<file path="src/rtl/rx_trace_pkg.sv">
// rx_trace_pkg: shared FSM encoding and entry-width helper for the receiver state trace.
//   No ports; imported by rx_state_trace.
package rx_trace_pkg;

   typedef enum logic [1:0] {
      RUN    = 2'd0,
      POST   = 2'd1,
      FROZEN = 2'd2
   } fsm_t;

   // Width of one stored entry: {timestamp, state}.
   function automatic int entry_width(input int ts_w, input int st_w);
      return ts_w + st_w;
   endfunction

endpackage

</file>
<file path="src/rtl/trace_ram.sv">
// trace_ram: simple dual-port storage with one write port and a registered read port.
//   clk       : clock
//   we        : write enable
//   waddr     : write address
//   wdata     : write data
//   raddr     : read address, sampled on the clock edge
//   rd_data_q : read data, returns pre-write contents when both ports hit one address
module trace_ram #(
   parameter int WIDTH = 20,
   parameter int DEPTH = 16
) (
   input  logic                     clk,
   input  logic                     we,
   input  logic [$clog2(DEPTH)-1:0] waddr,
   input  logic [WIDTH-1:0]         wdata,
   input  logic [$clog2(DEPTH)-1:0] raddr,
   output logic [WIDTH-1:0]         rd_data_q
);

   logic [WIDTH-1:0] mem [DEPTH];

   always_ff @(posedge clk) begin
      if (we) mem[waddr] <= wdata;
      rd_data_q <= mem[raddr];
   end

endmodule

</file>
<file path="src/rtl/rx_state_trace.sv">
// rx_state_trace: timestamped ring-buffer trace of receiver state changes with trigger/freeze.
//   s00_axi_aclk / s00_axi_aresetn : clock, asynchronous active-low reset
//   state, state_changed           : state code and its change strobe
//   trig, arm, clear               : trigger, resume-from-frozen, empty buffer
//   rd_idx -> rd_data              : 1-cycle read, index 0 is the newest entry
//   entry_count, frozen, drop_count, history_packed : registered status
module rx_state_trace
   import rx_trace_pkg::*;
#(
   parameter int STATE_WIDTH = 4,
   parameter int DEPTH       = 16,
   parameter int TS_WIDTH    = 16,
   parameter int POST_TRIG   = 8
) (
   input  logic                              s00_axi_aclk,
   input  logic                              s00_axi_aresetn,
   input  logic [STATE_WIDTH-1:0]            state,
   input  logic                              state_changed,
   input  logic                              trig,
   input  logic                              arm,
   input  logic                              clear,
   input  logic [$clog2(DEPTH)-1:0]          rd_idx,
   output logic [TS_WIDTH+STATE_WIDTH-1:0]   rd_data,
   output logic [$clog2(DEPTH):0]            entry_count,
   output logic                              frozen,
   output logic [15:0]                       drop_count,
   output logic [31:0]                       history_packed
);

   localparam int AW = $clog2(DEPTH);
   localparam int EW = entry_width(TS_WIDTH, STATE_WIDTH);
   localparam int HW = (32 / STATE_WIDTH) * STATE_WIDTH;
   localparam logic [63:0] HMASK64 = (64'd1 << HW) - 64'd1;
   localparam logic [31:0] HMASK = HMASK64[31:0];
   localparam logic [AW:0] FULL = (AW + 1)'(DEPTH);

   fsm_t              fsm_q, fsm_d;
   logic [TS_WIDTH-1:0] ts_q, ts_d;
   logic [AW-1:0]     wr_ptr_q, wr_ptr_d;
   logic [AW-1:0]     post_cnt_q, post_cnt_d;
   logic [AW:0]       entry_count_q, entry_count_d;
   logic [15:0]       drop_q, drop_d;
   logic [31:0]       hist_q, hist_d;
   logic              frozen_q, frozen_d;
   logic              rd_valid_q, rd_valid_d;
   logic              rec;
   logic [EW-1:0]     ram_rd;

   always_comb begin
      rec           = state_changed && !clear && fsm_q != FROZEN;
      ts_d          = ts_q + 1'b1;
      fsm_d         = fsm_q;
      post_cnt_d    = post_cnt_q;
      wr_ptr_d      = rec ? wr_ptr_q + 1'b1 : wr_ptr_q;
      entry_count_d = (rec && entry_count_q != FULL) ? entry_count_q + 1'b1 : entry_count_q;
      drop_d        = (state_changed && fsm_q == FROZEN && drop_q != 16'hFFFF) ? drop_q + 1'b1 : drop_q;
      hist_d        = rec ? ((hist_q << STATE_WIDTH) | 32'(state)) & HMASK : hist_q;
      // The write coinciding with trig is recorded but does not consume a post slot.
      if (fsm_q == RUN && trig) begin
         fsm_d      = (POST_TRIG == 0) ? FROZEN : POST;
         post_cnt_d = AW'(POST_TRIG);
      end
      if (fsm_q == POST && rec) begin
         post_cnt_d = post_cnt_q - 1'b1;
         fsm_d      = (post_cnt_q == AW'(1)) ? FROZEN : POST;
      end
      if (fsm_q == FROZEN && arm) fsm_d = RUN;
      if (clear) begin
         fsm_d         = RUN;
         post_cnt_d    = '0;
         wr_ptr_d      = '0;
         entry_count_d = '0;
         drop_d        = '0;
         hist_d        = '0;
      end
      frozen_d   = fsm_d == FROZEN;
      rd_valid_d = {1'b0, rd_idx} < entry_count_q;
   end

   always_ff @(posedge s00_axi_aclk or negedge s00_axi_aresetn) begin
      if (!s00_axi_aresetn) begin
         fsm_q         <= RUN;
         ts_q          <= '0;
         wr_ptr_q      <= '0;
         post_cnt_q    <= '0;
         entry_count_q <= '0;
         drop_q        <= '0;
         hist_q        <= '0;
         frozen_q      <= 1'b0;
         rd_valid_q    <= 1'b0;
      end else begin
         fsm_q         <= fsm_d;
         ts_q          <= ts_d;
         wr_ptr_q      <= wr_ptr_d;
         post_cnt_q    <= post_cnt_d;
         entry_count_q <= entry_count_d;
         drop_q        <= drop_d;
         hist_q        <= hist_d;
         frozen_q      <= frozen_d;
         rd_valid_q    <= rd_valid_d;
      end
   end

   trace_ram #(.WIDTH(EW), .DEPTH(DEPTH)) u_ram (
      .clk       (s00_axi_aclk),
      .we        (rec),
      .waddr     (wr_ptr_q),
      .wdata     ({ts_q, state}),
      .raddr     (wr_ptr_q - 1'b1 - rd_idx),
      .rd_data_q (ram_rd)
   );

   // The valid flag is reset, so rd_data reads 0 without resetting the array.
   assign rd_data        = rd_valid_q ? ram_rd : '0;
   assign entry_count    = entry_count_q;
   assign frozen         = frozen_q;
   assign drop_count     = drop_q;
   assign history_packed = hist_q;

endmodule

</file>
<file path="config.mk">
export PLATFORM = sky130hd
export DESIGN_NAME = rx_state_trace
export DESIGN_NICKNAME = d
export VERILOG_FILES = /design/src/rtl/rx_trace_pkg.sv /design/src/rtl/trace_ram.sv /design/src/rtl/rx_state_trace.sv
export SDC_FILE = /design/constraint.sdc
export NUM_CORES = 1
export LEC_CHECK = 0
export ABC_AREA = 1
export CORE_MARGIN = 1
export CORE_UTILIZATION = 46
export CTS_CLUSTER_SIZE = 24
export DETAILED_ROUTE_END_ITERATION = 8
export PLACE_DENSITY = 0.6
export SLEW_MARGIN = 20
export SYNTH_ARGS = -nofsm -noshare
export SYNTH_HDL_FRONTEND = slang
export SYNTH_HIERARCHICAL = 1
export SYNTH_SLANG_ARGS = --single-unit
</file>
<file path="constraint.sdc">
create_clock -name s00_axi_aclk -period 4.4 [get_ports s00_axi_aclk]
set_input_delay 0.88 -clock s00_axi_aclk [delete_from_list [all_inputs] [get_ports s00_axi_aclk]]
set_output_delay 0.88 -clock s00_axi_aclk [all_outputs]
set_load 0.005 [all_outputs]
</file>
==> metrics.txt, run 1 <==
CTS Buf Count=45; CP max stage cell=clkdlybuf4s50_1; GR Util met3=0.0311; final-report hold violation count=0; Leakage=between 0.009 and 0.01 µW; startpoint types=flop; Area contributors post-synth=edfxtp_1 53%, nand2_1 11%, dfrtp_1 11%; Post-CTS Setup Bufs=0; port bufs=87; Slew @ Worst Pin=1.05 ns; multi-input gate area in the final layout=roughly 4600 µm²; Post-CTS Hold Fix Bufs=0; final total power=11200 µW; Hold WC Path Type=input port to async pin; Yosys cell types=33; Die Area=around 41000 µm²; Post-synth top flop=edfxtp_1; unrepaired setup endpoints after global routing=false; max-slew violation count=0; CTS clock-pin slew for the worst setup and hold paths=roughly 0.060 ns; met1 Track Usage GR=0.303; vias in the first global route=roughly 12000; Rel. slew slack=0.299; final period utilization=0.657; starting DRC count in detailed routing=~910; Starting Density=0.470; ys async rst share=0.192; Max FO, Critical Path=20; first-pass GRT wire length=slightly below 70000 µm; status=finished, final reports clean; PwrDens=526 nW/µm²; Fin Setup TNS=0 ns; CP cell instances=buf_4 -> nand2_1 -> inv_1 -> clkdlybuf4s50_1; Worst Path Buf+Inv=3; Top Usage Layer GRT=met2; post-synth top area cell=edfxtp_1; row count=72; largest net degree at the start of global routing=between 150 and 200; CTS tree=yes; Reg-to-Reg End=u_ram/rd_data_q[16]; Crit. Startpoint=rd_valid_q; Diodes inserted=0; synth warn=6; height of the die=about 200 µm; post-synth top area share=0.526; most common cell in the netlist=nand2_1; skew final=0.0164 ns; Seq. cell area=12000 µm²; FILL cells=3429; maximum vdd drop=around 470 µV; min Tclk post-route=~2.9 ns; WS Path Type=flop to output port; cell area after synthesis=between 15000 and 20000 µm²; Total Routed Length=42900 µm; final setup fails=0; RePlAce Congestion=just under 0.8; launching point of the worst reg2reg path=wr_ptr_q[0]; Post-DRT Antenna Nets=0; Worst setup EP type=output port; total track usage=0.216; vias=about 12000; number of synthesized register bits=421; Worst-Skew Late Latency=roughly 0.55 ns; CP required=about 3.5 ns; WL/cell=17.3 µm; Clock H-tree levels=2; slowest stage delay, CP=about 0.5 ns; family with the most delay on the worst path=buffers and inverters; Synthesized Nets=around 1900; CORE AREA=around 39000 µm²; 1st-pass router iterations=5; EDFF count, synth=between 300 and 400; root buffer cell=clkbuf_16; reg-to-reg setup timing slack=approximately 1.9 ns; Layout area overhead=16.3%; final net count=between 1500 and 2000; total global routing overflow=0; DR vias/cell=5.00; CP arrival=roughly 2 ns; Max Freq=around 350 MHz; Max Cap Viol=0; Post-CTS Resized=0; commonest cells in the netlist=546 x nand2_1, 327 x inv_1, 320 x edfxtp_1; post-synthesis sequential area ratio=0.659; Critical Path End=rd_data[13]; WHS=around 0.36 ns; DRC viols=0; Critical Path Stages=4; Mapped Cells=1827; antenna violations before repair=0; CTS Sinks=~420; CTS Buffer Depth=3; layout cells sized above 1=0.0694; Worst R2R Path Depth=8; GR Util met2=0.357; Top-Level Pins=just under 90; syn avg cell area=around 10 µm²; Die W=~200 µm; Post-DP HPWL=approximately 24000 µm
[metal layers]
metal | wire [µm] | share of wire | up-vias
li1 | - | - | 6056
met1 | 19000 | 0.44 | 5932
met2 | 20600 | 0.48 | 336
met3 | 2560 | 0.060 | 55
met4 | 772 | 0.018 | 0
met5 | 0 | 0 | -
[cell families (layout without fill, tap and decap cells)]
family	Yosys count	in the layout	share of synthesized area
AND/OR/NAND/NOR	902	902	0.209
XOR/XNOR	27	27	0.0129
adder cells (fa/ha/maj)	14	14	0.0100
AO/OA/AOI/OAI	56	56	0.0175
flip-flops	421	421	0.659
buffers and inverters	407	539	0.0918
[how the worst min path moves through the flow]
stage                                    end  slack (ns)                from  cells past startpoint
after floorplan                post_cnt_q[3]        0.48       post_cnt_q[3]                      2
after global placement    history_packed[31]        0.50  history_packed[31]                      2
after detailed placement  history_packed[29]        0.51  history_packed[29]                      2
after CTS                      drop_count[7]        0.37     s00_axi_aresetn                      1
after global routing           drop_count[7]        0.41     s00_axi_aresetn                      1
final                          drop_count[7]        0.36     s00_axi_aresetn                      1
[sequential cells by signal, summed over array words and instances (netlist names)]
signal	count
drop_count	16
entry_count	5
frozen	1
fsm_q	2
history_packed	32
post_cnt_q	4
rd_valid_q	1
ts_q	16
u_ram/mem	320
u_ram/rd_data_q	20
wr_ptr_q	4
[placed cells by master (no fill, tap or decap), drive strengths merged]
cell,synthesis,layout
nand2,547,547
inv,330,332
edfxtp,320,320
nand3,277,277
clkdlybuf4s50,0,86
dfrtp,81,81
clkbuf,20,64
nor2,60,60
buf,57,39
o22ai,26,26
o21ai,21,21
dfxtp,20,20
xor2,17,17
ha,13,13
clkinv,0,13
xnor2,10,10
nand4,10,10
a21oi,6,6
nor3,4,4
bufinv,0,4
nand3b,3,3
a211oi,1,1
o31ai,1,1
o21bai,1,1
or2,1,1
fa,1,1
clkinvlp,0,1
[stage by stage]
stage | utilization | instance area, µm² | setup slack (ns) | instances
after floorplan | - | 18300 | 1.57 | 1827
after global placement | 0.507 | 19800 | 1.05 | 2393
after detailed placement | 0.507 | 19800 | 1.02 | 2393
after CTS | 0.546 | 21300 | 1.47 | 2477
after global routing | 0.546 | 21300 | 1.44 | 2477
final | 0.546 | 21300 | 1.51 | 2477
[layout make-up]
cell class | count | share of cell area
tap | 518 | 0.0305
timing repair buffer | 125 | 0.0555
multi-input combinational | 999 | 0.219
sequential | 421 | 0.566
clock inverter | 20 | 0.00954
clock buffer | 64 | 0.0612
inverter | 330 | 0.0584
[worst register-to-register path, cell delays in order (launching register included)]
cell and delay (ns):
dfrtp_1 0.53, ha_4 0.20, fa_4 0.63, inv_2 0.08, buf_4 0.47, nand3_1 0.16
nand3_1 0.17, nand3_1 0.13, nand2_1 0.09
[where the power goes]
part | internal [µW] | switching (µW)
clock network | 2290 | 1490
logic | 917 | 1980
registers | 4420 | 79.0
total | 7630 | 3550
No activity file was read; power rests on OpenSTA's default activity.
==> run 2, diff against run 1 <==
--- a/config.mk
+++ b/config.mk
@@ -10,7 +10,7 @@
 export CORE_UTILIZATION = 46
 export CTS_CLUSTER_SIZE = 24
 export DETAILED_ROUTE_END_ITERATION = 8
-export PLACE_DENSITY = 0.6
+export PLACE_DENSITY = 0.62
 export SLEW_MARGIN = 20
 export SYNTH_ARGS = -nofsm -noshare
 export SYNTH_HDL_FRONTEND = slang
==> constraint.sdc (replaced) <==
create_clock -name s00_axi_aclk -period 2.3 [get_ports s00_axi_aclk]
set_input_delay 0.46 -clock s00_axi_aclk [delete_from_list [all_inputs] [get_ports s00_axi_aclk]]
set_output_delay 0.46 -clock s00_axi_aclk [all_outputs]
set_load 0.005 [all_outputs]
==> run 2 against run 1 <==
Net effect: clock skew up 0.0030 ns; sequential cell count stayed put; largest power group unchanged; non-clock buffer count grew 64; first-iteration DRC count rose by 1.5%.
==> metrics.txt, run 2 (synthesis results as in run 1) <==
Starting Density=0.470; Net Sw Power=around 7000 µW; Hold WC Path Type=input port to async pin; Leakage=just under 0.01 µW; CTS tree=yes; slowest stage delay, CP=about 0.80 ns; most common cell after layout, fill and taps aside=nand2_1; first-pass GRT wire length=about 70000 µm; Final Util=0.566; Die Area=40500 µm²; Max Cap Viol=0; Final Instance Area=22000 µm²; maximum vdd drop=roughly 580 µV; cell internal pwr=between 10000 and 15000 µW; final total power=about 22000 µW; final setup fails=0; Max FO, Critical Path=10; vias in the first global route=~13000; layout cells sized above 1=0.0965; CP arrival=between 2 and 3 ns; Flop pwr share=0.392; total global routing overflow=0; row count=a little over 70; CTS Sinks=421; CP cell instances=clkdlybuf4s50_1 -> inv_1 -> ha_4 -> fa_4 -> inv_2 -> buf_4 -> nand3_1 -> nand3_1 -> nand3_1 -> nand2_1; Clock H-tree levels=2; combinational power share=0.297; vias=between 10000 and 15000; final-report hold violation count=0; unrepaired setup endpoints after global routing=true; height of the die=201 µm; Die W=about 200 µm; Max Freq=roughly 450 MHz; Post-CTS Setup Bufs=0; Worst-Skew Late Latency=~0.56 ns; most flop-heavy register=u_ram/mem; 1st-pass router iterations=5; Layout area overhead=20.5%; antenna violations before repair=0; largest net degree at the start of global routing=between 40 and 50; WHS=approximately 0.45 ns; starting DRC count in detailed routing=923; Worst setup EP type=flop; PwrDens=approximately 1000 nW/µm²; fin cells=2538; Diodes inserted=0; CTS clock-pin slew for the worst setup and hold paths=around 0.06 ns; max FFs per register=320; Sw Ratio=0.320; Rel. slew slack=0.564; Top-Level Pins=88; Inst Count DP=around 2500; Slew @ Worst Pin=around 0.65 ns; CTS Buffer Depth=3; port bufs=87; clock share of power=0.312; startpoint types=input port; CORE AREA=~39000 µm²; Post-DP HPWL=27300 µm; WL/cell=around 18 µm; min Tclk post-route=around 2.2 ns; Post-DRT Antenna Nets=0; CP required=approximately 2.7 ns; CTS Buf Count=44; RePlAce Congestion=about 0.85; DR vias/cell=around 5.1; total track usage=0.224; final period utilization=0.975; max-slew violation count=0; root buffer cell=clkbuf_16; WS Path Type=input port to flop; dpl cell area=20600 µm²; CP max stage cell=fa_4; Worst Path Buf+Inv=4; final net count=2013; family with the most delay on the worst path=adder cells; skew final=roughly 0.019 ns; Total Routed Length=roughly 45000 µm; most frequent CP cell=nand3_1; DRC viols=0; most frequent cells in the layout=546 x nand2_1, 327 x inv_1, 320 x edfxtp_1; status=finished, final reports clean
-- run 2: cell count changes in the layout (fill, tap and decap cells not counted), sizes merged --
cell | previous run | this run
clkinvlp | 1 | 0
bufinv | 4 | 2
clkbuf | 64 | 67
dlygate4sd3 | 0 | 1
buf | 39 | 101
clkinv | 13 | 11
dlymetal6s2s | 0 | 1
clkdlybuf4s50 | 86 | 85
-- run 2: path summary, 6_finish.rpt --
kind,startpoint,end,slack (ns),cells after the start
max in group asynchronous,s00_axi_aresetn,history_packed[0],1.18,3
max,rd_idx[0],u_ram/rd_data_q[12],0.06,10
min reg2reg,post_cnt_q[3],post_cnt_q[3],0.51,2
max reg2reg,wr_ptr_q[0],u_ram/rd_data_q[12],0.11,8
min,s00_axi_aresetn,drop_count[6],0.45,2
min in group s00_axi_aclk,post_cnt_q[3],post_cnt_q[3],0.51,2
-- run 2: what timing repair did --
item                                   CTS  global route
endpoints found under the hold margin   41             0
hold buffers                             1             0
setup endpoints to repair               20            15
gates resized for setup                  2             4
cloned                                   0             1
pin swaps                                0             0
-- run 2: per-stage QoR --
stage	worst slack, ns	setup TNS, ns
detailed placement	-0.524	-15.17
global route	-0.0437	-0.284
floorplan	-0.114	-26.92
global placement	-0.515	-15.61
finish	0.0565	0
CTS	0.00390	0
-- run 2: worst register-to-register path, cell delays in order, from the launching register on --
cell and delay (ns):
dfrtp_1 0.40, ha_4 0.17, fa_4 0.80, inv_2 0.15, buf_4 0.19, nand3_1 0.08, nand3_1 0.11, nand3_1 0.13
nand2_1 0.06
-- run 2: per-layer routing --
layer / GRT usage / share of wire / wire length (µm)
met1: 0.305 / 0.44 / 19800
met2: 0.364 / 0.47 / 21000
met3: 0.0363 / 0.062 / 2750
met4: 0.0777 / 0.025 / 1110
met5: 0 / 0 / 0
-- run 2: final cells by class --
type	count	area (µm²)
flip-flops and latches	421	12000
fillers	3334	16900
inverters	330	1240
clock buffers	66	1250
repair buffers	189	2060
multi-input cells	999	4650
clock inverters	15	134
well taps	518	648
-- run 2: power groups by stage --
stage / Sequential, µW / Clock (µW) / Combinational (µW)
CTS: 8610 / 7000 / 6420
detailed placement: 8770 / 0 / 6390
floorplan: 8710 / 0 / 4070
finish: 8600 / 6850 / 6520
global route: 8630 / 7270 / 7210
global placement: 8770 / 0 / 6340
==> run 3, diff against run 2 <==
--- a/config.mk
+++ b/config.mk
@@ -10,7 +10,7 @@
 export CORE_UTILIZATION = 46
 export CTS_CLUSTER_SIZE = 24
 export DETAILED_ROUTE_END_ITERATION = 8
-export PLACE_DENSITY = 0.62
+export PLACE_DENSITY = 0.6
 export SLEW_MARGIN = 20
 export SYNTH_ARGS = -nofsm -noshare
 export SYNTH_HDL_FRONTEND = slang
==> constraint.sdc (replaced) <==
create_clock -name s00_axi_aclk -period 2.1 [get_ports s00_axi_aclk]
set_input_delay 0.42 -clock s00_axi_aclk [delete_from_list [all_inputs] [get_ports s00_axi_aclk]]
set_output_delay 0.42 -clock s00_axi_aclk [all_outputs]
set_load 0.005 [all_outputs]
==> run 3 against run 2 <==
Net effect: the run now ends with negative setup slack left; register-to-register slack worse by 0.25 ns; global-route usage increased by 0.44 points; via count increased by 0.72%; wire length increased by 2.1%; critical path depth decreased by 1; die area stayed put; first-iteration DRC count grew 4.6%; final cell count grew 0.59%; utilization increased by 1.2 points; non-clock buffer count increased by 11; sequential share of layout area decreased by 1.1 points; critical path type is now flop to flop; largest power group unchanged.
==> metrics.txt, run 3 (synthesis results as in run 1) <==
total track usage=0.228; height of the die=approximately 200 µm; row count=72; RePlAce Congestion=between 0.8 and 0.9; antenna violations before repair=0; DRC viols=0; status=complete, but fails checks; final period utilization=1.06; max-slew violation count=0; most common cell after layout, fill and taps aside=nand2_1; 1st-pass router iterations=5; Worst Path Buf+Inv=3; Leakage=approximately 0.01 µW; max FFs per register=320; Die Area=just over 40000 µm²; WS Path Type=flop to flop; Post-DP HPWL=26300 µm; port bufs=87; maximum vdd drop=678 µV; family with the most delay on the worst path=adder cells; Max Cap Viol=0; final net count=2026; Post-DRT Antenna Nets=0; Starting Density=0.470; failing checks=negative setup slack; CORE AREA=approximately 40000 µm²; CP required=about 2.5 ns; vias in the first global route=around 13000; final setup fails=20; starting DRC count in detailed routing=about 970; CTS Sinks=approximately 420; CTS clock-pin slew for the worst setup and hold paths=around 0.06 ns; CP max stage cell=fa_4; Worst-Skew Late Latency=0.55 ns; slowest stage delay, CP=0.79 ns; Slew @ Worst Pin=~0.67 ns; skew final=approximately 0.017 ns; WL/cell=approximately 18 µm; Layout area overhead=23.0%; most frequent CP cell=nand3_1; Worst setup EP type=flop; Fin Setup TNS=-1.44 ns; Max Freq=around 450 MHz; first-pass GRT wire length=71900 µm; final worst slack=-0.135 ns; Max FO, Critical Path=34; largest net degree at the start of global routing=46; most flop-heavy register=u_ram/mem; final total power=between 20000 and 30000 µW; vias=between 10000 and 15000; Top-Level Pins=88; total global routing overflow=0; unrepaired setup endpoints after global routing=true; Total Routed Length=approximately 46000 µm; DR vias/cell=5.07; Diodes inserted=0; Hold WC Path Type=input port to async pin; CTS Buffer Depth=3; CTS Buf Count=between 40 and 50; layout cells sized above 1=0.114; Clock H-tree levels=2; startpoint types=flop; Die W=between 200 and 250 µm; root buffer cell=clkbuf_16; CP cell instances=ha_4 -> fa_4 -> buf_6 -> inv_8 -> buf_12 -> nand3_1 -> nand3_1 -> nand3_1 -> nand2_1; CP arrival=about 2.7 ns; PwrDens=roughly 1100 nW/µm²; CTS tree=yes; final-report hold violation count=0; min Tclk post-route=around 2.2 ns; most frequent cells in the layout=544 x nand2_1, 326 x inv_1, 320 x edfxtp_1; Rel. slew slack=0.551; WHS=between 0.2 and 0.3 ns
-- run 3: changes by cell type in the layout (fill, tap and decap cells not counted), moves of 7 or more --
| cell | change |
|---|---|
| buf_16 | +7 |
| clkdlybuf4s50_1 | -19 |
| clkinv_1 | +9 |
| dlygate4sd2_1 | +20 |
| nand3_1 | -21 |
| nand3_2 | +21 |
-- run 3: final timing paths --
check,startpoint,to,slack [ns],depth (start not counted)
hold / removal,s00_axi_aresetn,drop_count[7],0.28,2
setup reg to reg,wr_ptr_q[0],u_ram/rd_data_q[16],-0.14,9
setup / recovery,wr_ptr_q[0],u_ram/rd_data_q[16],-0.14,9
min in group s00_axi_aclk,post_cnt_q[3],post_cnt_q[3],0.51,2
max in group asynchronous,s00_axi_aresetn,ts_q[6],1.21,3
hold reg to reg,post_cnt_q[3],post_cnt_q[3],0.51,2
-- run 3: cell type report --
type | count | area (µm²)
inverter | 330 | 1250
multi-input combinational | 999 | 4760
tap | 518 | 648
fill | 3292 | 16400
timing repair buffer | 200 | 2340
clock inverter | 21 | 116
clock buffer | 64 | 1330
sequential | 421 | 12000
-- run 3: per-layer routing --
metal / track usage / part of all wire / up-vias
met3: 0.0348 / 0.061 / 62
met5: 0 / 0 / -
li1: - / - / 6237
met1: 0.314 / 0.44 / 6248
met4: 0.0579 / 0.020 / 0
met2: 0.380 / 0.48 / 386
-- run 3: where the power goes --
part	switching (µW)	internal (µW)
clock	3170	4530
sequential	153	9270
combinational	4820	3360
total	8140	17200
-- run 3: stage by stage --
| step | cell area (µm²) | utilization | std cells | setup slack, ns |
|---|---|---|---|---|
| finish | 22500 | 0.578 | 2553 | -0.135 |
| global route | 22500 | 0.578 | 2553 | -0.209 |
| CTS | 22400 | 0.575 | 2550 | -0.112 |
| detailed placement | 20600 | 0.530 | 2454 | -0.612 |
| global placement | 20600 | 0.530 | 2454 | -0.616 |
| floorplan | 18300 | - | 1827 | -0.274 |
-- run 3: timing repair --
item / in CTS / in global routing
hold buffers: 1 / 0
gates resized for setup: 48 / 15
buffers inserted: 4 / 2
gates cloned: 6 / 1
endpoints found under the setup margin: 36 / 21
endpoints found under the hold margin: 13 / 0
pin swaps: 3 / 3
-- run 3: worst reg2reg max path, cell delays in order (launching register included) --
cell     delay [ns]
dfrtp_1        0.40
ha_4           0.17
fa_4           0.79
buf_6          0.12
inv_8          0.07
buf_12         0.18
nand3_1        0.12
nand3_1        0.10
nand3_1        0.09
nand2_1        0.06
